==> src/rtl/cricket_pkg.sv <==
// Shared constants for the T20 delivery tracker: display modes, display FSM states, extra codes.
// Latency: n/a (constants only); backpressure: n/a.
package cricket_pkg;

  localparam logic [1:0] MODE_BALLS      = 2'd0;
  localparam logic [1:0] MODE_OVER_BAR   = 2'd1;
  localparam logic [1:0] MODE_OVERS_BALL = 2'd2;
  localparam logic [1:0] MODE_EXTRAS     = 2'd3;

  localparam logic [1:0] ST_SHOW   = 2'd0;
  localparam logic [1:0] ST_FLASH  = 2'd1;
  localparam logic [1:0] ST_SCROLL = 2'd2;

  localparam int DEF_WIDE_CODE   = 13;
  localparam int DEF_NOBALL_CODE = 14;

  localparam int EXT_W = 8;

endpackage

==> src/rtl/delivery_tracker_innings_counter.sv <==
// One team's innings state: legal balls, overs, ball-in-over, saturating extras, closed flag.
// Latency: updates on the edge that samples hit/close; no backpressure, deliveries ignored once closed.
module innings_counter
  import cricket_pkg::*;
#(
  parameter int BALLS_PER_OVER = 6,
  parameter int MAX_OVERS      = 20,
  parameter int BALL_W         = 7,
  parameter int OVER_W         = 5,
  parameter int BIO_W          = 3
) (
  input  logic              clk_fpga,
  input  logic              reset,
  input  logic              hit,
  input  logic              legal,
  input  logic              close,
  output logic [BALL_W-1:0] balls,
  output logic [OVER_W-1:0] overs,
  output logic [BIO_W-1:0]  bio,
  output logic [EXT_W-1:0]  extras,
  output logic              done,
  output logic              over_done
);

  logic [BALL_W-1:0] balls_q, balls_d;
  logic [OVER_W-1:0] overs_q, overs_d;
  logic [BIO_W-1:0]  bio_q, bio_d;
  logic [EXT_W-1:0]  extras_q, extras_d;
  logic              done_q, done_d;
  logic              count_vld;
  logic              last_ball;
  logic              last_over;

  assign count_vld = hit & ~done_q;
  assign last_ball = (bio_q == BIO_W'(BALLS_PER_OVER - 1));
  assign last_over = (overs_q == OVER_W'(MAX_OVERS - 1));
  assign over_done = count_vld & legal & last_ball;

  always_comb begin
    balls_d  = balls_q;
    overs_d  = overs_q;
    bio_d    = bio_q;
    extras_d = extras_q;
    done_d   = done_q;
    if (count_vld) begin
      if (legal) begin
        balls_d = balls_q + BALL_W'(1);
        if (last_ball) begin
          bio_d   = '0;
          overs_d = overs_q + OVER_W'(1);
          // closing here keeps the counters pinned at their innings maxima
          if (last_over) begin
            done_d = 1'b1;
          end
        end else begin
          bio_d = bio_q + BIO_W'(1);
        end
      end else if (extras_q != '1) begin
        extras_d = extras_q + EXT_W'(1);
      end
    end
    // the delivery on the same edge is already counted above
    if (close) begin
      done_d = 1'b1;
    end
  end

  always_ff @(posedge clk_fpga or posedge reset) begin
    if (reset) begin
      balls_q  <= '0;
      overs_q  <= '0;
      bio_q    <= '0;
      extras_q <= '0;
      done_q   <= 1'b0;
    end else begin
      balls_q  <= balls_d;
      overs_q  <= overs_d;
      bio_q    <= bio_d;
      extras_q <= extras_d;
      done_q   <= done_d;
    end
  end

  assign balls  = balls_q;
  assign overs  = overs_q;
  assign bio    = bio_q;
  assign extras = extras_q;
  assign done   = done_q;

endmodule

==> src/rtl/delivery_tracker.sv <==
// Delivery/over tracker for the T20 game: per-team counters plus a registered LED display FSM.
// Latency: counters on the play edge, over_end one edge later, LEDs one edge after counters; no backpressure.
module delivery_tracker
  import cricket_pkg::*;
#(
  parameter int NUM_TEAMS      = 2,
  parameter int BALLS_PER_OVER = 6,
  parameter int MAX_OVERS      = 20,
  parameter int CODE_W         = 4,
  parameter int WIDE_CODE      = DEF_WIDE_CODE,
  parameter int NOBALL_CODE    = DEF_NOBALL_CODE,
  parameter int LED_W          = 16,
  parameter int FLASH_CYC      = 8,
  localparam int TEAM_W  = $clog2(NUM_TEAMS),
  localparam int BALL_W  = $clog2(BALLS_PER_OVER * MAX_OVERS + 1),
  localparam int OVER_W  = $clog2(MAX_OVERS + 1),
  localparam int BIO_W   = $clog2(BALLS_PER_OVER),
  localparam int FLASH_W = $clog2(FLASH_CYC + 1)
) (
  input  logic                        clk_fpga,
  input  logic                        reset,
  input  logic [TEAM_W-1:0]           team_sel,
  input  logic                        play,
  input  logic [CODE_W-1:0]           lfsr_out,
  input  logic                        inning_end,
  input  logic                        game_over,
  input  logic [LED_W-1:0]            scroll,
  input  logic [1:0]                  disp_mode,
  output logic [LED_W-1:0]            leds,
  output logic [NUM_TEAMS*BALL_W-1:0] team_balls,
  output logic [NUM_TEAMS*OVER_W-1:0] team_overs,
  output logic [NUM_TEAMS-1:0]        inning_done,
  output logic                        over_end
);

  logic                 legal;
  logic [NUM_TEAMS-1:0] sel;
  logic [NUM_TEAMS-1:0] hit;
  logic [NUM_TEAMS-1:0] close;
  logic [NUM_TEAMS-1:0] over_done;
  logic [NUM_TEAMS-1:0] done;

  logic [BALL_W-1:0] balls_a  [NUM_TEAMS];
  logic [OVER_W-1:0] overs_a  [NUM_TEAMS];
  logic [BIO_W-1:0]  bio_a    [NUM_TEAMS];
  logic [EXT_W-1:0]  extras_a [NUM_TEAMS];

  assign legal = ~((lfsr_out == CODE_W'(WIDE_CODE)) || (lfsr_out == CODE_W'(NOBALL_CODE)));

  for (genvar t = 0; t < NUM_TEAMS; t++) begin : g_team
    assign sel[t]   = (team_sel == TEAM_W'(t));
    assign hit[t]   = play & ~game_over & sel[t];
    assign close[t] = inning_end & ~game_over & sel[t];

    innings_counter #(
      .BALLS_PER_OVER (BALLS_PER_OVER),
      .MAX_OVERS      (MAX_OVERS),
      .BALL_W         (BALL_W),
      .OVER_W         (OVER_W),
      .BIO_W          (BIO_W)
    ) u_cnt (
      .clk_fpga  (clk_fpga),
      .reset     (reset),
      .hit       (hit[t]),
      .legal     (legal),
      .close     (close[t]),
      .balls     (balls_a[t]),
      .overs     (overs_a[t]),
      .bio       (bio_a[t]),
      .extras    (extras_a[t]),
      .done      (done[t]),
      .over_done (over_done[t])
    );

    assign team_balls[t*BALL_W +: BALL_W] = balls_a[t];
    assign team_overs[t*OVER_W +: OVER_W] = overs_a[t];
  end

  assign inning_done = done;

  // Selected-team view for the display; an unmatched team_sel leaves it at zero.
  logic              team_ok;
  logic [BALL_W-1:0] sel_balls;
  logic [OVER_W-1:0] sel_overs;
  logic [BIO_W-1:0]  sel_bio;
  logic [EXT_W-1:0]  sel_extras;

  always_comb begin
    team_ok    = 1'b0;
    sel_balls  = '0;
    sel_overs  = '0;
    sel_bio    = '0;
    sel_extras = '0;
    for (int t = 0; t < NUM_TEAMS; t++) begin
      if (sel[t]) begin
        team_ok    = 1'b1;
        sel_balls  = balls_a[t];
        sel_overs  = overs_a[t];
        sel_bio    = bio_a[t];
        sel_extras = extras_a[t];
      end
    end
  end

  logic [LED_W-1:0] show_val;

  always_comb begin
    show_val = '0;
    case (disp_mode)
      MODE_BALLS:      show_val = LED_W'(sel_balls);
      MODE_OVER_BAR: begin
        for (int i = 0; i < LED_W; i++) begin
          show_val[i] = (i < int'(sel_bio));
        end
      end
      MODE_OVERS_BALL: show_val = LED_W'({sel_overs, sel_bio});
      default:         show_val = LED_W'(sel_extras);
    endcase
    if (!team_ok) begin
      show_val = '0;
    end
  end

  // Over completion is registered twice so over_end lands one edge after the counters move.
  logic ov_evt_q, ov_evt_d;
  logic over_end_q, over_end_d;

  always_comb begin
    ov_evt_d   = |over_done;
    over_end_d = ov_evt_q;
  end

  logic [1:0]         state_q, state_d;
  logic [FLASH_W-1:0] timer_q, timer_d;
  logic [LED_W-1:0]   leds_q, leds_d;

  always_comb begin
    state_d = state_q;
    timer_d = timer_q;
    leds_d  = show_val;
    if (game_over) begin
      state_d = ST_SCROLL;
      leds_d  = scroll;
    end else if (over_end_q) begin
      state_d = ST_FLASH;
      timer_d = FLASH_W'(FLASH_CYC - 1);
      leds_d  = '1;
    end else begin
      case (state_q)
        ST_FLASH: begin
          if (timer_q != '0) begin
            timer_d = timer_q - FLASH_W'(1);
            leds_d  = '1;
          end else begin
            state_d = ST_SHOW;
          end
        end
        default: state_d = ST_SHOW;
      endcase
    end
  end

  always_ff @(posedge clk_fpga or posedge reset) begin
    if (reset) begin
      ov_evt_q   <= 1'b0;
      over_end_q <= 1'b0;
      state_q    <= ST_SHOW;
      timer_q    <= '0;
      leds_q     <= '0;
    end else begin
      ov_evt_q   <= ov_evt_d;
      over_end_q <= over_end_d;
      state_q    <= state_d;
      timer_q    <= timer_d;
      leds_q     <= leds_d;
    end
  end

  assign leds     = leds_q;
  assign over_end = over_end_q;

endmodule

==> config.mk <==
export PLATFORM = sky130hd
export DESIGN_NAME = delivery_tracker
export DESIGN_NICKNAME = d
export VERILOG_FILES = /design/src/rtl/cricket_pkg.sv /design/src/rtl/delivery_tracker_innings_counter.sv /design/src/rtl/delivery_tracker.sv
export SDC_FILE = /design/constraint.sdc
export NUM_CORES = 1
export LEC_CHECK = 0
export ABC_AREA = 0
export CAP_MARGIN = 15
export CORE_MARGIN = 2
export CORE_UTILIZATION = 35
export CTS_CLUSTER_DIAMETER = 30
export DETAILED_ROUTE_END_ITERATION = 8
export SLEW_MARGIN = 20
export SYNTH_ARGS = -nofsm -noshare
export SYNTH_HDL_FRONTEND = slang
export SYNTH_SLANG_ARGS = --single-unit
export TNS_END_PERCENT = 50
==> constraint.sdc <==
create_clock -name clk_fpga -period 2.08 [get_ports clk_fpga]
set_clock_uncertainty 0.15 [all_clocks]
set_input_delay 0.208 -clock clk_fpga [delete_from_list [all_inputs] [get_ports clk_fpga]]
set_output_delay 0.208 -clock clk_fpga [all_outputs]
set_load 0.1 [all_outputs]
After elaboration in Yosys (flattened, before gate mapping)

Index checks and enable logic that the tools add are counted.

Register bits: 72
Input port bits: 28
Output and inout port bits: 43
Word-level logic and storage cells: 111

Add/subtract/negate cells: 9
Order comparisons: 7
Eq/ne operators: 14
Multiplexer cells: 28
Bitwise logic cells: 17
Reduce and logical (&&, ||, !) cells: 21

Operators by type and width:

| operator            | count |
|---|---|
| $mux 16             | 4 |
| $pmux 8 s3          | 1 |
| $add 8x1->8 const B | 2 |
| $ne 8x8->1 const B  | 2 |
| $reduce_bool 2->1   | 8 |
| $reduce_and 3->1    | 5 |
| $add 7x1->7 const B | 2 |
| $and 1x1->1         | 12 |
| $mux 4              | 3 |
| $add 5x1->5 const B | 2 |
| $eq 5x5->1 const B  | 2 |
| $mux 1              | 10 |
| $lt 3x3->1 const A  | 3 |
| $mux 3              | 3 |
| $eq 4x4->1 const B  | 2 |
| $mux 2              | 4 |
| $mux 8              | 1 |
| $reduce_and 4->1    | 2 |
| $mux 7              | 1 |
| $add 3x1->3 const B | 2 |
| $eq 3x3->1 const B  | 2 |
| $lt 1x3->1 const A  | 2 |
| $lt 2x3->1 const A  | 2 |
| $mux 5              | 1 |
| other kinds (11)    | 18 |

Longest topological paths before layout

Depth after elaboration: 7
Depth in mapped cells: 7
Gate-level depth less buffers: 6

By module

From an unflattened synthesis, not the netlist that was laid out.

Cell total of the unflattened synthesis: 332
Area, all modules: 3727.3 um^2

By module, submodules not included:

| module           | times used | cells an instance | area each (um^2) | seq. area each (um^2) |
|---|---|---|---|---|
| innings_counter  | 2          | 95                | 1124.8           | 600.6 |
| delivery_tracker | 1          | 142               | 1477.7           | 600.6 |

Worst setup path after synthesis

Ideal clock, no wire load.

Kind: reg2reg
From: reg over_end_q, in the netlist over_end
To: reg leds_q[2], in the netlist leds[2]
Library setup time: 137 ps
Arrival: 1789 ps
Required time: 1793 ps
Path slack: 4 ps
Cell stages (with the launch flop): 5
Path buffers: 1
Period minus slack after synthesis: 2076 ps
Cells stage by stage: dfrtp_1 -> or2_2 -> nor2_1 -> clkbuf_1 -> a21oi_1

Word-level cells in the longest chain between the ends: 2

RTL lines:

| item                     | RTL line                | text |
|---|---|---|
| start: declaration       | delivery_tracker.sv:126 | `logic over_end_q, over_end_d;` |
| start signal: assignment | delivery_tracker.sv:172 | `over_end_q <= over_end_d;` |
| $mux 16                  | delivery_tracker.sv:144 | `end else if (over_end_q) begin` |
| $mux 16                  | delivery_tracker.sv:141 | `if (game_over) begin` |
| via leds_d[2]            | delivery_tracker.sv:135 | `logic [LED_W-1:0] leds_q, leds_d;` |
| end signal: assignment   | delivery_tracker.sv:175 | `leds_q <= leds_d;` |
| end: declaration         | delivery_tracker.sv:135 |  |

The timed path passes the listed nets, and every way through them passes these cells.
A chain may end at the register's enable or synchronous reset.

Worst setup path after layout

From: in game_over
To: reg g_team[0].u_cnt.extras_q[1]

Word-level cells in the longest chain between the ends: 5

RTL lines:

| item                       | RTL line                               | text |
|---|---|---|
| start: declaration         | delivery_tracker.sv:26                 | `input logic game_over,` |
| $not 1->1 (no line)        | --                                     |  |
| $and 1x1->1 (2 in a row)   | delivery_tracker.sv:52                 | `assign hit[t] = play & ~game_over & sel[t];` |
| $and 1x1->1                | delivery_tracker_innings_counter.sv:34 | `assign count_vld = hit & ~done_q;` |
| $reduce_and 3->1 (no line) | --                                     |  |
| end signal: assignment     | delivery_tracker_innings_counter.sv:79 | `extras_q <= extras_d;` |
| end: declaration           | delivery_tracker_innings_counter.sv:28 | `logic [EXT_W-1:0] extras_q, extras_d;` |

No other way between the ends.

==> results.sh <==
export IMPL_p_seq_frac=0.429
export IMPL_clock_sink_count=72
export IMPL_p_clk_frac=0.316
export IMPL_tightest_slew_ns=0.520
export IMPL_ys_seq_elements=72
export IMPL_root_buffer="clkbuf_8"
export IMPL_drtAntennaViolNets=0
export IMPL_wl_per_cell_um=15.8
export IMPL_overflow=0
export IMPL_cp_top_family="simple AND/OR/NAND/NOR gates"
export IMPL_cp_required_ns=2.16
export IMPL_min_delay_path_class="primary input to async pin"
export IMPL_grt_pass1_wl_um=14700
export IMPL_internal_power_mw=2.48
export IMPL_via_per_inst=4.91
export IMPL_clkTransAtPathRegs_ns=0.08
export IMPL_final_cells=576
export IMPL_fin_nets=471
export IMPL_netlist_instances=337
export IMPL_synth_cell_type_count=53
export IMPL_layout_commonest_cell="dfrtp_1"
export IMPL_ys_seq_area_frac=0.491
export IMPL_crit_reg2reg_launch="g_team[0].u_cnt.done$_DFFE_PP0P_"
export IMPL_grt_pass1_vias=2792
export IMPL_core_area_mm2=0.0102
export IMPL_antenna_found_initial=0
export IMPL_post_cts_buffers=0
export IMPL_die_w_um=106
export IMPL_final_cell_mix="dfrtp_1 (72), buf_4 (71), clkdlybuf4s50_1 (27)"
export IMPL_setup_tns_ns=0
export IMPL_finalHoldViolations=0
export IMPL_fin_crit_sh=0.942
export IMPL_r2r_cells=4
export IMPL_power_switching_mw=1.38
export IMPL_synth_net_count=372
export IMPL_layout_drive_gt1_share=0.266
export IMPL_cts_resized=0
export IMPL_cts_tree="done"
export IMPL_synth_edf_count=0
export IMPL_cts_buffer_depth=2
export IMPL_cts_buffers=9
export IMPL_synth_area_mm2=0.00367
export IMPL_start_util=0.358
export IMPL_p_comb_frac=0.255
export IMPL_crit_path_start_kind="primary input"
export IMPL_first_iter_violations=143
export IMPL_placedCellCount=561
export IMPL_dr_pass1_iters=4
export IMPL_drc=0
export IMPL_yosysWarnings=0
export IMPL_reg2reg_setup_slack_ns=0.17
export IMPL_antenna_cells=0
export IMPL_crit_fanout=3
export IMPL_hpwl_um=6890
export IMPL_setup_viol=0
export IMPL_maxCapViolCount=0
export IMPL_num_io_pins=71
export IMPL_insertion_delay_ns=0.34
export IMPL_critPathMaxStageDelay_ns=0.64
export IMPL_synth_main_ff_cell="dfrtp_1"
export IMPL_p_leak_nw=2.30
export IMPL_gp_congestion=0.811
export IMPL_synthArstFlopShare=1.00
export IMPL_fmax_ghz=0.510
export IMPL_crit_buf_inv=1
export IMPL_vias=2831
export IMPL_cp_end_kind="flop"
export IMPL_critical_path_class="primary input to flop"
export IMPL_grtUsageTotal=0.170
export IMPL_htreeDepth=3
export IMPL_syn2layout_area_growth_pct=31.7
export IMPL_vdd_drop_max_v=0.000349
export IMPL_holdBufCountCts=0
export IMPL_die_y_um=106
export IMPL_grt_max_degree=42
export IMPL_r2r_end="g_team[0].u_cnt.extras[1]$_DFFE_PP0P_"
export IMPL_relSlewSlack=0.652
export IMPL_p_per_area_mw_per_mm2=798
export IMPL_grt_setup_unrepaired="no"
export IMPL_status="completed"
export IMPL_arrival_ns=2.03
export IMPL_min_period_ns=1.96
export IMPL_io_buffers=70
export IMPL_report_final_slew_viol_count=0
export IMPL_die_area_mm2=0.0113
export IMPL_worst_path_max_delay_cell="or4b_4"
export IMPL_power_switching_share=0.357
export IMPL_crit_chain="clkdlybuf4s50_1, or4b_4, nor3_4, and2_1, mux2_2"
export IMPL_wl_um=9090
export IMPL_rows=37
export IMPL_avgSynthCellArea_um2=10.9
[stage by stage]
step	util	hold slack (ns)	instance area [um2]	power [mW]	setup WS, ns
detailed placement	0.451	0.208	4620	2.67	-0.223
global placement	0.451	0.217	4620	2.65	-0.222
finish	0.472	0.0997	4830	3.85	0.120
global route	0.472	0.138	4830	4.02	0.0684
floorplan	-	0.175	3670	2.35	0.00372
CTS	0.472	0.121	4830	3.88	0.143
[cell families after synthesis]
logic type,share of synthesized area
AND/OR/NAND/NOR,0.176
flip-flops,0.491
AO/OA/AOI/OAI,0.0843
XOR/XNOR,0.0857
multiplexers,0.102
buffers and inverters,0.0362
adder cells (fa/ha/maj),0.0239
[cell type report]
type,count,area [um2]
Tap cell,136,170
Inverter,18,71.3
Fill cell,970,5400
Timing Repair Buffer,100,843
Multi-Input combinational cell,235,1730
Sequential cell,72,1800
Clock inverter,5,82.6
Clock buffer,10,128
[state kept, by name, summed over array words and instances (netlist names)]
register	flops
g_team.u_cnt.extras	16
leds	16
g_team.u_cnt.balls	14
g_team.u_cnt.overs	10
g_team.u_cnt.bio	6
timer_q	4
g_team.u_cnt.done	2
state_q	2
ov_evt_q	1
over_end	1
[synthesized netlist by cell type (all sizes together), types with 2 or more instances]
master / n / area (um2)
nand2: 27 / 104
nand2b: 6 / 37.5
o22ai: 2 / 12.5
a211oi: 3 / 35.0
nand3: 10 / 55.1
mux2i: 12 / 120
nor3b: 2 / 15.0
nand3b: 2 / 15.0
and3b: 2 / 17.5
mux4: 3 / 67.6
o21ai: 7 / 35.0
dfrtp: 72 / 1800
ha: 7 / 87.6
nor2: 17 / 63.8
nor2b: 10 / 62.6
xor2: 12 / 113
buf: 7 / 46.3
a2bb2oi: 2 / 17.5
nor3: 9 / 56.3
nand4: 13 / 81.3
a32oi: 3 / 26.3
and3: 9 / 56.3
xnor2: 23 / 201
a21oi: 20 / 111
inv: 18 / 67.6
and2: 3 / 18.8
clkbuf: 5 / 18.8
mux2: 16 / 188
[how the worst max path moves through the flow]
stage / start / end / slack, ns / depth (start not counted)
after floorplan: over_end$_DFF_PP0_ / leds[2]$_DFF_PP0_ / 0.004 / 4
after global placement: game_over / g_team[0].u_cnt.extras[1]$_DFFE_PP0P_ / -0.22 / 5
after detailed placement: game_over / g_team[0].u_cnt.extras[1]$_DFFE_PP0P_ / -0.22 / 5
after CTS: game_over / g_team[0].u_cnt.extras[1]$_DFFE_PP0P_ / 0.14 / 5
after global routing: timer_q[0]$_DFFE_PP0P_ / leds[3]$_DFF_PP0_ / 0.07 / 7
final: game_over / g_team[0].u_cnt.extras[1]$_DFFE_PP0P_ / 0.12 / 5
[routing by layer]
| metal | GRT usage | share of wire |
|---|---|---|
| met5 | 0 | 0 |
| met4 | 0.0686 | 0.025 |
| met3 | 0.0392 | 0.036 |
| met1 | 0.235 | 0.47 |
| met2 | 0.257 | 0.46 |
[power by group through the flow]
| stage | Clock [mW] | Combinational (mW) | Sequential (mW) |
|---|---|---|---|
| final | 1.22 | 0.983 | 1.65 |
| after global routing | 1.31 | 1.04 | 1.67 |
| after CTS | 1.24 | 0.992 | 1.65 |
| after detailed placement | 0 | 0.992 | 1.67 |
| after global placement | 0 | 0.981 | 1.67 |
| after floorplan | 0 | 0.265 | 2.09 |
(Power assumes the default switching activity.)
==> patch 1 (config.mk and constraints unchanged) <==
Add an input register stage for `disp_mode`, without a reset; this delays it by one clock. The other inputs are not delayed to match.
--- a/src/rtl/delivery_tracker.sv
+++ b/src/rtl/delivery_tracker.sv
@@ -33,4 +33,10 @@
   output logic                        over_end
 );
+
+  logic [1:0] disp_mode_q;
+
+  always_ff @(posedge clk_fpga) begin
+    disp_mode_q <= disp_mode;
+  end
 
   logic                 legal;
@@ -107,5 +113,5 @@
   always_comb begin
     show_val = '0;
-    case (disp_mode)
+    case (disp_mode_q)
       MODE_BALLS:      show_val = LED_W'(sel_balls);
       MODE_OVER_BAR: begin
Formal check against the unedited RTL: not equivalent (Yosys sat finds a counterexample within 4 cycles, from zero or initial values and one cycle with reset high).
==> patch 1 against the original RTL <==
  * Critical endpoint unchanged
  * Global-route usage down 0.27 points
  * Synthesized area up 2.7%
  * Cell area up 2.1%
  * Via count up 3.3%
  * Worst setup slack worse by 0.059 ns
  * Sequential cell count up 2
  * Highest routed layer unchanged
  * Die area up 2.6%
  * First-iteration DRC count down 24%
  * Routed wire length up 2.0%
  * Clock power down 8%
  * Sequential power up 3%
  * Synthesized cell count down 0.59%
  * Power up 0.13%
==> patch 1: results (changes against the original RTL) <==
Pwr
  – Pleak: 2.324 nW (+1.1%)
  – Switching part of the total: 37.04% (+1.3 points)
  – Peak supply drop: 482.9 uV (+38%)
  – Clk power: 1.12 mW (-8%)
  – Combinational power share: 26.7% (+1.2 points)

Route
  – Iteration-0 DRC Markers: 108 (-24%)
  – Drt first pass iters: 4 (unchanged)
  – Routed len/inst: 16.11 um (+2.1%)
  – Vias per std cell: 5.085 (+3.5%)

Logic synthesis
  – Sequential fraction of the synthesis area: 48.92% (-0.23 points)
  – Top post-synthesis cells by count: dfrtp_1, nand2_1, inv_1, xnor2_1, a21oi_1
  – Main area contributors after synthesis: dfrtp_1, xnor2_1, xor2_1
  – Syn Area/Cell: 11.24 um^2 (+3.3%)
  – Post-synthesis cell type count: 59 (+11%)
  – Async SR Flop Fraction: 97.30% (-2.7 points)
  – Post-synth net total: 370 (-0.54%)

Global route
  – Largest net degree at the start of global routing: 73 (+74%)
  – Vias in the first global route: 2838 (+1.6%)
  – Initial antenna violation count: 0 (unchanged)
  – First-pass GRT wire length: 14980 um (+2.0%)
  – All-Layer GR Usage: 16.72% (-0.27 points)

Setup path
  – CP startpoint: game_over
  – Register-to-register setup slack: 0.13 ns (-0.04 ns)
  – Critical path capture point type: flip-flop
  – Worst Path Arrival: 2.10 ns (+0.07 ns)
  – CP top delay family: simple AND/OR/NAND/NOR gates
  – FF-to-FF path depth: 4 (unchanged)
  – Critical path fanouts, max: 4 (+1)

Place
  – Pre-CTS setup slack: -0.2752 ns (-0.05205 ns)
  – Placed Area: 4722 um^2 (+2.2%)
  – Gp weighted congestion: 0.8609 (+6.2%)
  – Post-detail-place hpwl: 6866 um (-0.32%)
  – Placed cell count: 559 (-0.36%)

Finish
  – Number of nets in the layout: 469 (-0.42%)
  – Final Non-Filler Cells: 575 (-0.17%)
  – Share of layout cells above drive strength 1: 27.56% (+0.97 points)
  – Fillers: 972 (+0.21%)
  – Antenna Cells: 0 (unchanged)

STA
  – Tightest Pin Transition: 0.4340 ns (-0.08631 ns)
  – Final setup vio count: 0 (unchanged)
  – Fmax: 495.5 MHz (-2.9%)

Outcome
  – Status: complete, no violations

Clock network
  – CTS buffer count: 9 (unchanged)
-- patch 1: changes by cell type after synthesis, sizes merged, moves of 3 or more --
| cell | change |
|---|---|
| a21oi | -3 |
| a31oi | +6 |
| and4 | +3 |
| clkbuf | +4 |
| nand2 | -6 |
| nand3 | +5 |
| nand4 | -6 |
| nor2 | -4 |
| o2111ai | +3 |
| o21ai | -3 |
| xnor2 | -4 |
| xor2 | +3 |
-- patch 1: area by class of cell --
cell class              count  share of cell area [%]
multi-input cells         228                   36.15
clock buffers               9                   2.513
clock inverters             7                   1.549
flip-flops and latches     74                   37.40
repair buffers            102                   17.42
well taps                 136                   3.453
inverters                  19                   1.523
-- patch 1: layer usage --
| metal | share of wire, % | vias up | global-route usage [%] | wire (um) |
|---|---|---|---|---|
| met5 | 0 | - | 0 | 0 |
| met4 | 1.5 | 0 | 6.044 | 142 |
| met3 | 5.3 | 14 | 3.208 | 494 |
| met2 | 46 | 74 | 25.11 | 4268 |
| met1 | 47 | 1426 | 23.93 | 4360 |
| li1 | - | 1410 | - | - |
-- patch 1: kinds of logic after synthesis --
logic type               share of synthesized area, %
buffers and inverters                           3.921
multiplexers                                    10.27
AND/OR/NAND/NOR                                 16.25
XOR/XNOR                                        7.910
flip-flops                                      48.92
adder cells (fa/ha/maj)                         2.326
AO/OA/AOI/OAI                                   10.40
-- patch 1: through the flow --
step                      util (%)  power [mW]  hold slack (ns)
after global placement       45.54       2.751           0.1843
final                        47.53       3.858           0.1478
after CTS                    47.47       3.906           0.1384
after detailed placement     45.54       2.768           0.1910
after global routing         47.53       4.065           0.1386
after floorplan                  -       2.440          0.08572
-- patch 1: repair_timing --
item                                   in CTS  in global routing
resized for setup                           0                  2
setup endpoints to repair                   0                 13
endpoints found under the hold margin       0                  0
==> patch 2 (same settings) <==
Without the edit above. `BALLS_PER_OVER` is set to 6 in 2 places; all go to 7.
--- a/src/rtl/delivery_tracker_innings_counter.sv
+++ b/src/rtl/delivery_tracker_innings_counter.sv
@@ -4,5 +4,5 @@
   import cricket_pkg::*;
 #(
-  parameter int BALLS_PER_OVER = 6,
+  parameter int BALLS_PER_OVER = 7,
   parameter int MAX_OVERS      = 20,
   parameter int BALL_W         = 7,
--- a/src/rtl/delivery_tracker.sv
+++ b/src/rtl/delivery_tracker.sv
@@ -5,5 +5,5 @@
 #(
   parameter int NUM_TEAMS      = 2,
-  parameter int BALLS_PER_OVER = 6,
+  parameter int BALLS_PER_OVER = 7,
   parameter int MAX_OVERS      = 20,
   parameter int CODE_W         = 4,
Interface: changed (resized team_balls); port bits go from 71 to 73. No check against the original RTL was run, so the function may have changed too.
==> patch 2 against the original RTL <==
  * Sequential cell count grew 2
  * Power increased by 2.5%
  * First-iteration DRC count fell by 13%
  * Sequential power about the same
  * Largest cell class unchanged
  * Synthesized area grew 2.9%
  * Worst setup slack worse by 0.042 ns
  * Cell area rose by 3.0%
  * Routed wire length grew 5.6%
  * Largest power group unchanged
==> patch 2: results (changes against the original RTL) <==
Outcome
  – Status: complete, no violations

Pwr
  – Pleak: 2.322 nW (+1.1%)
  – Net Sw Power: 1.436 mW (+4.4%)
  – Peak supply drop: 354.5 uV (+1.5%)

Place
  – Gp weighted congestion: 0.8654 (+6.7%)
  – Post-detail-place hpwl: 7178 um (+4.2%)
  – Placed Area: 4731 um^2 (+2.4%)
  – IO buf count: 72 (+2.9%)
  – Pre-CTS setup slack: -0.5046 ns (-0.2814 ns)
  – Placed cell count: 579 (+3.2%)

Route
  – Iteration-0 DRC Markers: 125 (-13%)
  – Total number of vias: 2977 (+5.2%)
  – WL final: 9595 um (+5.6%)

Finish
  – Share of layout cells above drive strength 1: 25.49% (-1.1 points)
  – Final Non-Filler Cells: 595 (+3.3%)
  – Number of nets in the layout: 489 (+3.8%)
  – Antenna Cells: 0 (unchanged)

Logic synthesis
  – Top post-synthesis cells by count: dfrtp_1, nand2_1, inv_1
  – Main area contributors after synthesis: dfrtp_1, xnor2_1, mux2i_1
  – Synth Instances: 356 (+5.6%)
  – Post-synth net total: 391 (+5.1%)
  – Post-synthesis cell type count: 56 (+5.7%)
  – Sequential fraction of the synthesis area: 49.09% (-0.059 points)

Clock network
  – Clk slew on worst S/H paths: 0.08 ns (about the same)
  – Skew-Pair Late Insertion Delay: 0.36 ns (+0.02 ns)
  – H-tree levels: 3 (unchanged)

Global route
  – Largest net degree at the start of global routing: 75 (+79%)
  – All-Layer GR Usage: 17.44% (+0.46 points)
  – Vias in the first global route: 2948 (+5.6%)
  – First-pass GRT wire length: 15440 um (+5.1%)

Setup path
  – Critical path fanouts, max: 5 (+2)

Min path
  – Hold Crit Class: in -> async

STA
  – Tightest Pin Transition: 0.4071 ns (-0.1132 ns)
patch 2: cell types whose count changed in the layout (fill, tap and decap cells not counted), sizes merged, moves of 5 or more:
cell | before | now
inv | 17 | 24
nor2b | 10 | 4
nor4 | 1 | 6
and3 | 9 | 2
mux2 | 16 | 11
nand2 | 27 | 33
a31oi | 0 | 5
patch 2: critical path: stages (launching register included):
cell and delay (ns):
dfrtp_1 0.39, or4b_4 0.48, buf_4 0.17, a2111oi_4 0.32, nand2_1 0.17, o41ai_2 0.22
patch 2: worst paths after layout:
check | cells after the start | from | endpoint | slack [ns]
worst max-delay path | 5 | g_team[0].u_cnt.done | g_team[0].u_cnt.done | 0.08
worst min-delay path | 3 | reset | g_team[0].u_cnt.balls[5] | 0.16
max in group asynchronous | 3 | reset | g_team[0].u_cnt.overs[4] | 1.31
worst max register to register | 5 | g_team[0].u_cnt.done | g_team[0].u_cnt.done | 0.08
min in group clk_fpga | 2 | game_over | state_q[1] | 0.18
worst min register to register | 0 | ov_evt_q | over_end | 0.23
patch 2: final cells by class:
class	instances	area [um^2]
clock buffers	9	123.9
clock inverters	7	100.1
fillers	983	5441
inverters	22	86.33
multi-input cells	243	1779
flip-flops and latches	74	1852
well taps	136	170.2
repair buffers	104	863.3
patch 2: kinds of logic (layout without fill, tap and decap cells):
kind of cell	count (synthesis)	in the layout	synth area share [%]
and+or+nand+nor	113	113	16.25
DFF	74	74	49.09
AOI/OAI and AO/OA	59	59	10.95
buffers and inverters	39	142	4.212
xor gates and xnor gates	35	35	8.126
muxes	29	29	9.055
adders and majority gates	7	7	2.322
patch 2: power by group through the flow:
stage	Clock, mW	Sequential [mW]	Combinational (mW)
floorplan	0	2.11	0.276
global placement	0	1.68	1.01
detailed placement	0	1.68	1.02
CTS	1.32	1.65	1.02
global route	1.39	1.67	1.07
finish	1.29	1.65	1.01
patch 2: repair_timing:
item | 4_1_cts | 5_1_grt
setup endpoints to repair | 6 | 8
pin swaps | 1 | 0
resized for setup | 2 | 2
patch 2: per-layer routing:
layer	up-vias	global-route usage, %	routed length (um)
met5	-	0	0
li1	1465	-	-
met3	13	4.358	530
met1	1412	24.59	4676
met2	87	26.01	4202
met4	0	6.044	185
